===== src/rtl/cbs_mac_accum_if.sv =====
// Beat/result bus for cbs_mac_accum: window+weights in, saturated channel sum out.
// The slave modport is the accumulator's view; master is the producer/consumer side.
interface cbs_mac_accum_if #(
    parameter int NUM_CH = 3,
    parameter int K      = 3,
    parameter int PIX_W  = 8,
    parameter int WGT_W  = 8,
    parameter int OUT_W  = 24
);
    localparam int CH_W = (NUM_CH > 1) ? $clog2(NUM_CH) : 1;

    logic                   in_valid;
    logic                   in_ready;
    logic [K*K*PIX_W-1:0]   in_pix;
    logic [K*K*WGT_W-1:0]   in_wgt;
    logic                   out_valid;
    logic                   out_ready;
    logic [OUT_W-1:0]       out_data;
    logic                   out_sat;
    logic [CH_W-1:0]        ch_idx;

    modport slave (
        input  in_valid, in_pix, in_wgt, out_ready,
        output in_ready, out_valid, out_data, out_sat, ch_idx
    );

    modport master (
        output in_valid, in_pix, in_wgt, out_ready,
        input  in_ready, out_valid, out_data, out_sat, ch_idx
    );
endinterface


===== src/rtl/cbs_mac_accum.sv =====
// Sequential K*K MAC over NUM_CH channel beats, one saturated pixel per NUM_CH beats.
// Optional CBS_LEAKY_ACT_EN: negative saturated results are scaled by 1/8 (arithmetic shift).
module cbs_mac_accum #(
    parameter int NUM_CH = 3,
    parameter int K      = 3,
    parameter int PIX_W  = 8,
    parameter int WGT_W  = 8,
    parameter int OUT_W  = 24
) (
    input  logic            clk,
    input  logic            rst_n,
    cbs_mac_accum_if.slave  bus
);
    localparam int TAPS  = K * K;
    localparam int PW    = PIX_W + WGT_W;
    localparam int DOT_W = PW + $clog2(TAPS);
    localparam int ACC_W = DOT_W + $clog2(NUM_CH) + 1;
    localparam int CH_W  = (NUM_CH > 1) ? $clog2(NUM_CH) : 1;
    localparam int CMP_W = ((ACC_W > OUT_W) ? ACC_W : OUT_W) + 1;

    localparam logic signed [CMP_W-1:0] SAT_MAX = {{(CMP_W-OUT_W+1){1'b0}}, {(OUT_W-1){1'b1}}};
    localparam logic signed [CMP_W-1:0] SAT_MIN = ~SAT_MAX;

    logic signed [ACC_W-1:0] acc_q, acc_d;
    logic [CH_W-1:0]         ch_idx_q, ch_idx_d;
    logic                    out_valid_q, out_valid_d;
    logic [OUT_W-1:0]        out_data_q, out_data_d;
    logic                    out_sat_q, out_sat_d;

    logic signed [PW-1:0]    prod [TAPS];
    logic signed [DOT_W-1:0] dot;
    logic signed [ACC_W-1:0] acc_base;
    logic signed [ACC_W-1:0] acc_sum;
    logic signed [CMP_W-1:0] acc_ext;
    logic signed [OUT_W-1:0] clip_val;
    logic signed [OUT_W-1:0] act_val;
    logic                    clip;
    logic                    in_ready;
    logic                    accept;
    logic                    last;

    generate
        for (genvar gi = 0; gi < TAPS; gi++) begin : g_tap
            assign prod[gi] = PW'($signed(bus.in_pix[gi*PIX_W +: PIX_W]))
                            * PW'($signed(bus.in_wgt[gi*WGT_W +: WGT_W]));
        end
    endgenerate

    always_comb begin
        dot = '0;
        for (int t = 0; t < TAPS; t++) begin
            dot = dot + DOT_W'(prod[t]);
        end
    end

    // A stalled result blocks every beat, not just the one that would overwrite it.
    assign in_ready = !out_valid_q | bus.out_ready;
    assign accept   = bus.in_valid & in_ready;
    assign last     = (ch_idx_q == CH_W'(NUM_CH - 1));

    // The first channel of a pixel restarts the sum instead of adding to stale state.
    assign acc_base = (ch_idx_q == '0) ? '0 : acc_q;
    assign acc_sum  = acc_base + ACC_W'(dot);
    assign acc_ext  = CMP_W'(acc_sum);

    always_comb begin
        clip_val = acc_ext[OUT_W-1:0];
        clip     = 1'b0;
        if (acc_ext > SAT_MAX) begin
            clip_val = {1'b0, {(OUT_W-1){1'b1}}};
            clip     = 1'b1;
        end else if (acc_ext < SAT_MIN) begin
            clip_val = {1'b1, {(OUT_W-1){1'b0}}};
            clip     = 1'b1;
        end
    end

`ifdef CBS_LEAKY_ACT_EN
    assign act_val = clip_val[OUT_W-1] ? (clip_val >>> 3) : clip_val;
`else
    assign act_val = clip_val;
`endif

    always_comb begin
        acc_d       = acc_q;
        ch_idx_d    = ch_idx_q;
        out_valid_d = out_valid_q;
        out_data_d  = out_data_q;
        out_sat_d   = out_sat_q;
        if (out_valid_q && bus.out_ready) begin
            out_valid_d = 1'b0;
        end
        if (accept) begin
            acc_d    = acc_sum;
            ch_idx_d = last ? '0 : ch_idx_q + CH_W'(1);
            if (last) begin
                out_valid_d = 1'b1;
                out_data_d  = act_val;
                out_sat_d   = clip;
            end
        end
    end

    always_ff @(posedge clk or negedge rst_n) begin
        if (!rst_n) begin
            acc_q       <= '0;
            ch_idx_q    <= '0;
            out_valid_q <= 1'b0;
            out_data_q  <= '0;
            out_sat_q   <= 1'b0;
        end else begin
            acc_q       <= acc_d;
            ch_idx_q    <= ch_idx_d;
            out_valid_q <= out_valid_d;
            out_data_q  <= out_data_d;
            out_sat_q   <= out_sat_d;
        end
    end

    assign bus.in_ready  = in_ready;
    assign bus.out_valid = out_valid_q;
    assign bus.out_data  = out_data_q;
    assign bus.out_sat   = out_sat_q;
    assign bus.ch_idx    = ch_idx_q;
endmodule

===== src/flat_wrapper.sv =====
// flat-port wrapper written by rule: the top's interface ports become plain ports
module cbs_mac_accum_flat 
#(
    parameter int NUM_CH = 3,
    parameter int K      = 3,
    parameter int PIX_W  = 8,
    parameter int WGT_W  = 8,
    parameter int OUT_W  = 24
)
  (clk, rst_n, bus_in_valid, bus_in_pix, bus_in_wgt, bus_out_ready, bus_in_ready, bus_out_valid, bus_out_data, bus_out_sat, bus_ch_idx);
  cbs_mac_accum_if #(.NUM_CH(NUM_CH), .K(K), .PIX_W(PIX_W), .WGT_W(WGT_W), .OUT_W(OUT_W)) bus_i ();
  input  logic clk;
  input  logic rst_n;
  input wire logic [$bits(bus_i.in_valid)-1:0] bus_in_valid;
  input wire logic [$bits(bus_i.in_pix)-1:0] bus_in_pix;
  input wire logic [$bits(bus_i.in_wgt)-1:0] bus_in_wgt;
  input wire logic [$bits(bus_i.out_ready)-1:0] bus_out_ready;
  output wire logic [$bits(bus_i.in_ready)-1:0] bus_in_ready;
  output wire logic [$bits(bus_i.out_valid)-1:0] bus_out_valid;
  output wire logic [$bits(bus_i.out_data)-1:0] bus_out_data;
  output wire logic [$bits(bus_i.out_sat)-1:0] bus_out_sat;
  output wire logic [$bits(bus_i.ch_idx)-1:0] bus_ch_idx;
  assign bus_i.in_valid = bus_in_valid;
  assign bus_i.in_pix = bus_in_pix;
  assign bus_i.in_wgt = bus_in_wgt;
  assign bus_i.out_ready = bus_out_ready;
  assign bus_in_ready = bus_i.in_ready;
  assign bus_out_valid = bus_i.out_valid;
  assign bus_out_data = bus_i.out_data;
  assign bus_out_sat = bus_i.out_sat;
  assign bus_ch_idx = bus_i.ch_idx;
  cbs_mac_accum #(.NUM_CH(NUM_CH), .K(K), .PIX_W(PIX_W), .WGT_W(WGT_W), .OUT_W(OUT_W)) u_core (.clk(clk), .rst_n(rst_n), .bus(bus_i));
endmodule

===== config.mk =====
export PLATFORM = sky130hd
export DESIGN_NAME = cbs_mac_accum_flat
export DESIGN_NICKNAME = d
export VERILOG_FILES = /design/src/rtl/cbs_mac_accum_if.sv /design/src/rtl/cbs_mac_accum.sv /design/src/flat_wrapper.sv
export SDC_FILE = /design/constraint.sdc
export NUM_CORES = 2
export LEC_CHECK = 0
export ABC_AREA = 1
export BUFFER_PORTS_ARGS = -buffer_cell sky130_fd_sc_hd__buf_2
export CAP_MARGIN = 40
export CELL_PAD_IN_SITES_DETAIL_PLACEMENT = 1
export CELL_PAD_IN_SITES_GLOBAL_PLACEMENT = 1
export CORE_MARGIN = 2
export CORE_UTILIZATION = 40
export CTS_CLUSTER_DIAMETER = 200
export DETAILED_ROUTE_END_ITERATION = 8
export GPL_TIMING_DRIVEN = 0
export PLACE_DENSITY_LB_ADDON = 0.1
export REMOVE_ABC_BUFFERS = 1
export SLEW_MARGIN = 20
export SYNTH_ARGS = -nofsm -noshare
export SYNTH_HDL_FRONTEND = slang
export SYNTH_SLANG_ARGS = --single-unit

===== constraint.sdc =====
create_clock -name clk -period 2.85 [get_ports clk]
set_input_delay 0 -clock clk [delete_from_list [all_inputs] [get_ports clk]]
set_output_delay 0 -clock clk [all_outputs]
set_load 0.05 [all_outputs]

==> qor.csv <==
metric,value,unit
mux cell area share after synthesis,0,%
skew final,0.006576,ns
Via Count,21400,
number of iterations in the first detailed-routing pass,5,
"share of synthesized cell area in and, or, nand and nor gates",12.31,%
min setup slack post-route,-9.256,ns
result of the run,finished with violations,
Placer Congestion,0.8302,
total I/O pin count,177,
area of the core region,72960,um^2
DR WL met2,42360,um
cell with the biggest individual delay on the critical path,sky130_fd_sc_hd__fa_1,
Storage cell area,1251,um^2
setup violation total in the final timing report,45,
detailed placement HPWL,73490,um
cell count after placement,4470,
worst-path fanout max,6,
actual transition at the worst max-transition pin,0.8030,ns
Die Height,275.3,um
initial cell density of the core,40.35,%
maximum clock frequency,82.61,MHz
"Hold Violations, Final",0,
antenna-violating nets left,0,
initial detailed-routing violation count,763,
number of antenna violations at the first check in global routing,6,
number of violations of the max-capacitance limit,0,
kind of critical path,in -> reg,
Site Rows,99,
length of routed wiring on met1,37680,um
endpoint type of the worst setup path,flip-flop,
via count normalized by instance count,4.668,
pin count of the biggest net entering global routing,51,
final count of pins violating max slew,0,
met3 wire len,1875,um
nets@finish,4766,
Port Buf Inserts,175,
maximum count of clock buffers along a single path,2,
Layout Cells excl Fill,4585,
required time worst endpoint,3.00,ns
synthesized area divided by synthesized cell count,8.456,um^2
parity-gate share of the synthesized area counting xor and xnor cells,1.517,%
drc violations,0,
final routed wire length divided by cell count,18.07,um
CTS HTree Levels,2,
clock-pin transition on the worst setup and hold timing paths,0.07,ns
count of yosys warnings during synthesis,0,
fill cell instance count of the final layout,8516,
shortest clock period the worst path allows after layout,12.11,ns
complex-gate fraction of the synthesized area,2.414,%
CP arrival,12.26,ns
unique cell type count in the Yosys netlist,42,
total area of multi-input combinational cells,25290,um^2
TritonCTS Buffers,5,
area of the die,75780,um^2
via count of the first global-routing pass,24980,
clock tree from TritonCTS,yes,
delay contributed by the slowest stage of the critical path,0.58,ns
clock latency on the worst-skew pair,0.29,ns
worst min-delay path category,in -> reg,
startpoint type of the worst setup path,primary input,
number of synthesized register bits,50,
Highest Signal Layer,met4,
post-synthesis cell count,3481,
fraction of final layout cells with drive strength greater than 1,19.81,%
unrepaired setup endpoints after global routing,true,
root buffer cell,sky130_fd_sc_hd__clkbuf_16,
synth-to-layout area growth,17.60,%
cell area after technology mapping,29440,um^2
most prevalent standard cell on the critical path,sky130_fd_sc_hd__fa_1,
adder and majority cell fraction of the synthesized area,62.15,%
total length of routed wires,82850,um
worst max-slew margin expressed relative to the limit,46.41,%
violated checks,negative setup slack,
combinational family with the most area after synthesis,adder cells,
part of the Yosys area used for sequential elements,4.250,%
GRT Util Overall,22.73,%
final critical-path share of the clock period,424.8,%
global-route wire length before repair,134100,um
grt ovf,0,
horizontal die dimension,275.3,um
number of sinks on the clock net,50,
## timing repair
item,4_1_cts,5_1_grt
hold buffers,2,0
setup buffers,68,33
gates resized for setup,378,242
setup endpoints to repair,45,45
endpoints found under the hold margin,51,0
pin swaps,159,176
## final cells by class
cell class                 count  share of cell area (%)
timing repair buffer         280                   6.112
multi-input combinational   2073                   73.05
inverter                    1209                   13.20
antenna                        6                 0.04337
clock buffer                   6                  0.4012
sequential                    50                   3.614
tap                          959                   3.466
clock inverter                 2                  0.1120
## metrics by stage
step,TNS [ns],cell area (um^2),hold WS [ns],worst slack [ns],utilization [%]
finish,-343.61,34620,0.1570,-9.256,47.45
global route,-361.79,34610,0.2134,-9.762,47.44
CTS,-344.78,33410,0.1774,-9.264,45.80
detailed placement,-388.71,31000,0.09261,-10.46,42.49
global placement,-386.89,30950,0.2799,-10.34,42.42
floorplan,-334.21,28870,-0.2956,-8.981,-
## final timing paths
path | from | to | slack (ns) | depth (start not counted)
worst max-delay path | bus_in_wgt[7] | u_core.acc_q[19]$_DFFE_PN0P_ | -9.26 | 56
worst min-delay path | bus_in_valid | u_core.acc_q[21]$_DFFE_PN0P_ | 0.16 | 4
worst max register to register | u_core.bus.ch_idx[0]$_DFFE_PN0P_ | u_core.acc_q[15]$_DFFE_PN0P_ | -0.30 | 18
worst min register to register | u_core.bus.out_data[22]$_DFFE_PN0P_ | u_core.bus.out_data[22]$_DFFE_PN0P_ | 0.48 | 2
max in group asynchronous | rst_n | u_core.bus.out_data[11]$_DFFE_PN0P_ | 2.11 | 2
min in group asynchronous | rst_n | u_core.bus.out_valid$_DFF_PN0_ | 0.28 | 2
## cell usage in the layout (no fill, tap or decap), types with 27 or more instances in the layout
| master | Yosys | layout |
|---|---|---|
| sky130_fd_sc_hd__dfrtp_1 | 50 | 50 |
| sky130_fd_sc_hd__or2_2 | 41 | 35 |
| sky130_fd_sc_hd__nor2_1 | 83 | 71 |
| sky130_fd_sc_hd__ha_1 | 227 | 149 |
| sky130_fd_sc_hd__buf_4 | 1 | 84 |
| sky130_fd_sc_hd__ha_4 | 0 | 78 |
| sky130_fd_sc_hd__o21ai_1 | 11 | 28 |
| sky130_fd_sc_hd__inv_1 | 1205 | 1118 |
| sky130_fd_sc_hd__nand2_1 | 695 | 622 |
| sky130_fd_sc_hd__buf_6 | 0 | 27 |
| sky130_fd_sc_hd__buf_2 | 3 | 138 |
| sky130_fd_sc_hd__nand2_2 | 4 | 52 |
| sky130_fd_sc_hd__fa_1 | 772 | 758 |
| sky130_fd_sc_hd__inv_2 | 0 | 81 |
## sequential cells by signal, summed over array words and instances (netlist names)
| register | flops |
|---|---|
| u_core.bus.out_data | 24 |
| u_core.acc_q | 23 |
| u_core.bus.ch_idx | 2 |
| u_core.bus.out_valid | 1 |
## synthesized netlist by cell type, drive strengths merged
cell    instances  area share (%)
nand2         699             8.9
a21o            3           0.077
clkbuf        145             1.8
o211ai          3           0.093
dfrtp          50             4.3
nand3          50            0.92
nor4            3           0.085
nand4           4           0.085
nor3            8            0.15
o21ai          55            0.96
nor2           83             1.1
xnor2          21            0.62
o21a            1           0.026
o31ai           2           0.051
xor2           30            0.89
clkinv          4           0.051
a31oi           4           0.085
ha            227             9.6
a21boi          2           0.064
o21bai          4            0.13
nand3b          5            0.13
o221ai          1           0.030
inv          1205              15
a211oi          1           0.026
or2            43            0.91
a21oi          50            0.88
fa            772              53
buf             4           0.077
and3            1           0.026
conb            1           0.013
## layer usage
layer  GRT usage, %  vias up
met3          1.296       40
met4          2.575        0
li1               -     9846
met1          32.31    11250
met5              0        -
met2          39.61      273
## worst max-delay path: cells and delay by family
| family | cells | cell delay (ns) |
|---|---|---|
| adder cells (fa/ha/maj) | 18 | 8.37 |
| AND/OR/NAND/NOR | 18 | 1.88 |
| buffers and inverters | 13 | 0.92 |
| AO/OA/AOI/OAI | 5 | 0.72 |
| XOR/XNOR | 2 | 0.38 |
## logic make-up (layout without fill, tap and decap cells)
kind of cell	after synthesis	in the layout
flops	50	50
xor+xnor	51	51
fa+ha+maj	999	999
simple gates	896	896
other cells	1	7
compound gates	126	126
buf+inv	1358	1497
Power is not shown: default switching activity piles up to over one toggle a cycle in this logic, so the estimate is an artifact.
